[config.mk]
export PLATFORM = sky130hd
export DESIGN_NAME = mult_unit
export DESIGN_NICKNAME = d
export VERILOG_FILES = /design/src/rtl/mult_unit.sv
export SDC_FILE = /design/constraint.sdc
export NUM_CORES = 1
export LEC_CHECK = 0
export BUFFER_PORTS_ARGS = -buffer_cell sky130_fd_sc_hd__buf_4
export CAP_MARGIN = 20
export CORE_MARGIN = 5
export CORE_UTILIZATION = 63
export CTS_CLUSTER_DIAMETER = 60
export DETAILED_ROUTE_END_ITERATION = 8
export PLACE_DENSITY = 0.91
export SYNTH_ARGS = -nofsm -noshare
export SYNTH_HDL_FRONTEND = slang
export SYNTH_SLANG_ARGS = --single-unit
[constraint.sdc]
create_clock -name clk -period 6 [get_ports clk]
set_clock_uncertainty 0.15 [all_clocks]
set_input_delay 0 -clock clk [delete_from_list [all_inputs] [get_ports clk]]
set_output_delay 0 -clock clk [all_outputs]
set_load 0.01 [all_outputs]
[src/rtl/mult_unit.sv]
// mult_unit: multi-cycle shift-add multiplier producing a 2N-bit product with busy/done handshake.
// Optional MULT_SIGNED_EN: two's-complement operands, sign applied to the magnitude product.
module mult_unit #(
    parameter int N  = 8,
    parameter int CW = $clog2(N) + 1
) (
    input  logic           clk,
    input  logic           n_reset,
    input  logic           start,
    input  logic [N-1:0]   a,
    input  logic [N-1:0]   b,
    output logic           busy,
    output logic           done,
    output logic [2*N-1:0] result
);
    typedef enum logic [1:0] {IDLE, RUN, DONE} state_t;
    state_t state, state_nx;
    logic [2*N-1:0] acc, mcand, acc_nx, prod;
    logic [N-1:0] mplier, mag_a, mag_b;
    logic [CW-1:0] cnt;
    logic last, accept;

    assign last   = cnt == CW'(N - 1);
    assign accept = start && state != RUN;
    assign acc_nx = acc + (mplier[0] ? mcand : '0);

`ifdef MULT_SIGNED_EN
    logic neg, sign_in;
    // Magnitudes are N-bit unsigned, so the most negative value maps to 2^(N-1).
    assign mag_a   = a[N-1] ? -a : a;
    assign mag_b   = b[N-1] ? -b : b;
    assign sign_in = a[N-1] ^ b[N-1];
    assign prod    = neg ? -acc_nx : acc_nx;
    always_ff @(posedge clk or negedge n_reset) begin
        if (!n_reset)
            neg <= 1'b0;
        else if (accept)
            neg <= sign_in;
    end
`else
    assign mag_a = a;
    assign mag_b = b;
    assign prod  = acc_nx;
`endif

    always_ff @(posedge clk or negedge n_reset) begin
        if (!n_reset)
            state <= IDLE;
        else
            state <= state_nx;
    end

    always_comb begin
        state_nx = state;
        busy     = 1'b0;
        done     = 1'b0;
        case (state)
            IDLE: state_nx = start ? RUN : IDLE;
            RUN: begin
                state_nx = last ? DONE : RUN;
                busy     = 1'b1;
            end
            DONE: begin
                state_nx = start ? RUN : IDLE;
                done     = 1'b1;
            end
            default: state_nx = IDLE;
        endcase
    end

    // The final iteration's sum is folded straight into result on the edge entering DONE.
    always_ff @(posedge clk or negedge n_reset) begin
        if (!n_reset) begin
            acc    <= '0;
            mcand  <= '0;
            mplier <= '0;
            cnt    <= '0;
            result <= '0;
        end else if (accept) begin
            acc    <= '0;
            mcand  <= {{N{1'b0}}, mag_a};
            mplier <= mag_b;
            cnt    <= '0;
        end else if (state == RUN) begin
            acc    <= acc_nx;
            mcand  <= mcand << 1;
            mplier <= mplier >> 1;
            cnt    <= cnt + CW'(1);
            if (last)
                result <= prod;
        end
    end
endmodule
Word level (Yosys, flattened, before mapping)
Index checks and enable logic that the tools add are counted.

word-level totals
  word-level logic and storage cells = 32
  bits of input ports = 19
  output and inout port bits = 18
  bits in registers = 62

cells by class
  eq/ne operators = 4
  bitwise logic cells = 1
  multiplexer cells = 14
  reductions and logical operators = 5
  $add $sub $neg = 2

operators with widths
  cell                 number
  $mux 16              5
  $add 16x16->16       1
  $mux 8               2
  $mux 4               2
  $add 4x1->4 const B  1
  $eq 4x3->1 const B   1
  $pmux 2 s2           1
  $mux 1               3
  $reduce_and 3->1     1
  $eq 2x1->1 const B   1
  $eq 2x2->1 const B   1
  $logic_not 2->1      1
  $mux 2               1
  $ne 2x1->1 const B   1
  $reduce_bool 2->1    1
  $reduce_or 2->1      1
  $logic_and 1x1->1    1
  $not 1->1            1

Logic depth before layout (Yosys ltp)
  depth after elaboration = 4
  gate-level depth with buffers = 11
  mapped depth without buffers = 10

Worst setup path before layout
Ideal clock, no wire load.

  kind = register -> register
  start = reg mplier[0]
  end = reg acc[14]
  buffers on the path = 1
  slack = 3.278 ns
  cell stages (with the launch flop) = 12
  arrival time = 2.443 ns
  library setup time = 0.129 ns
  period minus slack after synthesis = 2.722 ns
  required time = 5.721 ns
  cell sequence = dfrtp_1 -> clkbuf_1 -> and2_1 -> ha_1 -> fa_1 -> a21oi_1 -> o211ai_1 -> a221oi_2 -> o31ai_2 -> a21oi_4 -> xor2_1 -> o21ai_1

between the ends
  cells in the longest elaborated chain, start to end = 4

RTL lines
  what                      RTL line  source
  start: declaration        19        logic [N-1:0] mplier, mag_a, mag_b;
  start signal: assignment  82        mplier <= mag_b;
  start signal: assignment  87        mplier <= mplier >> 1;
  $mux 16                   25        assign acc_nx = acc + (mplier[0] ? mcand : '0);
  $add 16x16->16            25
  $mux 16                   84        end else if (state == RUN) begin
  $mux 16                   79        end else if (accept) begin
  end signal: assignment    85        acc <= acc_nx;
  end: declaration          18        logic [2*N-1:0] acc, mcand, acc_nx, prod;

No other way between the ends. The select of a mux whose other input is x is not followed.
A chain may end at the register's enable or synchronous reset.

Final worst setup path
  start = reg state[1]
  end = reg result[15]

between the ends
  cells in the longest elaborated chain, start to end = 4
  elaborated cells between the ends (all ways) = 5
  classes of those cells = 2 x eq/ne; 1 x bitwise; 2 x reduce/logical

RTL lines
  what                                 RTL line  source
  start: declaration                   17        state_t state, state_nx;
  start signal: assignment             50        state <= state_nx;
  $ne 2x1->1                           24        assign accept = start && state != RUN;
  $logic_and 1x1->1                    24
  $not 1->1 (no source line)           n/a
  $reduce_and 3->1 (no source line) *  n/a
  end signal: assignment               90        result <= prod;
  end: declaration                     14        output logic [2*N-1:0] result

Every way passes the cells marked *; elsewhere a longest branch is shown, timed or not.

==> results.ini <==
[outcome]
status = finished, final reports clean

[floorplanning]
core_um2 = 5040
die_x_um = 81.6
die_y_um = 81.6
start_util_pct = 64.1
rows = 26
ios = 37
dieArea_um2 = 6660

[logic_synthesis]
synth_cell_types = 37
synth_seq_cells = 62
syn_area_per_cell_um2 = 9.34
seq_area_frac_synth_pct = 48.0
yosys_warnings = 0
synthArstFlopShare_pct = 100
syn_inst = 346
synth_top_area_share_pct = 48.0
ys_top_cells_by_area = dfrtp_1 (48%), nand2_1 (8.6%), o21ai_0 (8.5%)
syn_nets = 382
yosys.area.top_type = dfrtp_1
synth.most_common_cell = nand2_1
yosys-top-cells-count = nand2_1 (74), dfrtp_1 (62), o21ai_0 (55)
synth_ff_type = dfrtp_1
syn_area_um2 = 3230
synth-edff-count = 0

[setup_path]
worstSetupPathType = reg -> reg
r2r_end = result[15]
cp-start-kind = flip-flop
cp_max_fo = 62
worstPathArrival_ps = 3590
rr_worst_depth = 7
r2r-start = state[1]
cp.required_ps = 6080
r2r_slack_ps = 2490
endpoint_kind = flip-flop
crit_start = state[1]

[clock_network]
cts_tree = yes
cts_buffers = 9
numClockSinks = 62
cts_resized = 0
cts_root_buf = clkbuf_8
cts.htree.levels = 3
cts_setup_buffers = 0
cts.clk_slew.worst_paths_ps = 70
hold_buffers = 18
cts_buffer_depth = 2
clkLatencyLatePin_ps = 340

[power]
p_clk_share_pct = 18.8
p_comb_share_pct = 39.1
cellLeakagePower_nw = 1.91
power_density_nw_per_um2 = 429
switching_power_mw = 0.659
power_frac_seq_pct = 42.1
peakVddDrop_mv = 0.254
internal_power_mw = 1.01
sw_frac_of_total_pct = 39.6

[drt]
avgRoutedWirePerCell_um = 15.4
postRouteAntennaNets = 0
drtIter0Drc = 221
vias_per_cell = 5.77
drc = 0
via_count = 2710
wl_um = 7230
drt-pass1-iter-count = 4

[cells_and_area]
num_antenna_cells = 0
area_delta_synth_final_pct = 19.9
drive_gt1_share_pct = 14.8
finalNetCount = 431
fin_cells = 470
final_core_util_pct = 76.8

[flow_run]
maxCapViolations = 0

[worst_hold_path]
min-delay-start = start
hold_end = mplier[2]
hold_class = in -> reg
hold_depth = 3

[timing]
fin_tns_setup_ps = 0
hold_viol = 0
fin_ws_ps = 2490
slew-limit-headroom_pct = 36.0
max_freq_mhz = 285
min_period_ps = 3510
slew_violations = 0
worst_pin_slew_ps = 960
rsz0062_at_grt = no
setup_viol_count_final = 0
min_period_over_period_pct = 58.5

[global_routing]
antenna_found_initial = 0
grt_start_max_net_pins = 63
grt_overflow_total = 0
grt_pass1_vias = 2751
gr-usage-all-layers_pct = 24.9
grt_pass1_wl_um = 12500

[placed_design]
io_buffers = 36
place_congestion = 0.880
hpwl_um = 4830
pre_cts_ws_ps = 2540
dp.cells = 436

## worst max-delay path, cell delays in order, from the launching register on
cell and delay (ps):
dfrtp_1 340, nand2b_1 740, inv_2 610, nand2_1 730
clkinv_1 460, nand2_1 140, mux2i_1 80, a21o_1 150
## cell usage in the layout (no fill, tap or decap), drive strengths merged, types with 2 or more instances in the layout
cell,n
o21ai,57
a31oi,3
a21o,7
clkinv,4
ha,16
a21oi,14
o22ai,3
nor2,11
nand4,2
dfrtp,62
clkbuf,12
dlygate4sd3,18
and2,16
or2,2
nand2,74
xnor2,8
mux2i,18
xor2,6
nand3,11
inv,6
buf,36
## how the worst max path moves through the flow
stage                             to  depth (start not counted)  slack [ps]
after floorplan              acc[14]                         11        3280
after global placement    result[14]                          7        2710
after detailed placement  result[15]                          7        2540
after CTS                 result[15]                          7        2520
after global routing      result[14]                          7        2090
final                     result[15]                          7        2490
## metrics by stage
stage                     instance area [µm²]  power [mW]  hold WS (ps)
after floorplan                          3230        1.11          -446
after global placement                   3530        1.29         -32.6
after detailed placement                 3530        1.34         -23.7
after CTS                                3870        1.67         0.412
after global routing                     3870        1.79          34.9
final                                    3870        1.66          16.7
## sequential cells by signal, summed over array words and instances (netlist names)
signal	count
result	16
acc	16
cnt	4
mplier	8
state	2
mcand	16
## area by class of cell
type	count	area [µm²]
multi-input combinational	261	1590
sequential	62	1550
fill	330	1170
timing repair buffer	54	450
clock buffer	12	145
tap	70	87.6
inverter	7	26.3
clock inverter	4	22.5
## layer usage
| metal | GRT usage [%] | share of wire, % | vias to the layer above |
|---|---|---|---|
| li1 | - | - | 1298 |
| met1 | 30.5 | 42 | 1293 |
| met2 | 41.0 | 49 | 93 |
| met3 | 5.48 | 5.8 | 26 |
| met4 | 13.3 | 2.9 | 0 |
| met5 | 0 | 0 | - |
## power by group through the flow
stage          Clock [mW]  Sequential, mW  Combinational (mW)
2_1_floorplan           0           0.693               0.421
3_3_place_gp            0           0.693               0.598
3_5_place_dp            0           0.704               0.635
4_1_cts             0.317           0.699               0.651
5_1_grt             0.338           0.723               0.733
6_report            0.313           0.700               0.651
## logic make-up after synthesis
| family | after synthesis | synth area share [%] |
|---|---|---|
| AND/OR/NAND/NOR | 120 | 16.3 |
| AO/OA/AOI/OAI | 92 | 16.8 |
| flip-flops | 62 | 48.0 |
| buffers and inverters | 23 | 2.75 |
| multiplexers | 18 | 5.57 |
| adder cells (fa/ha/maj) | 17 | 6.81 |
| XOR/XNOR | 14 | 3.79 |
(Power assumes the default switching activity.)
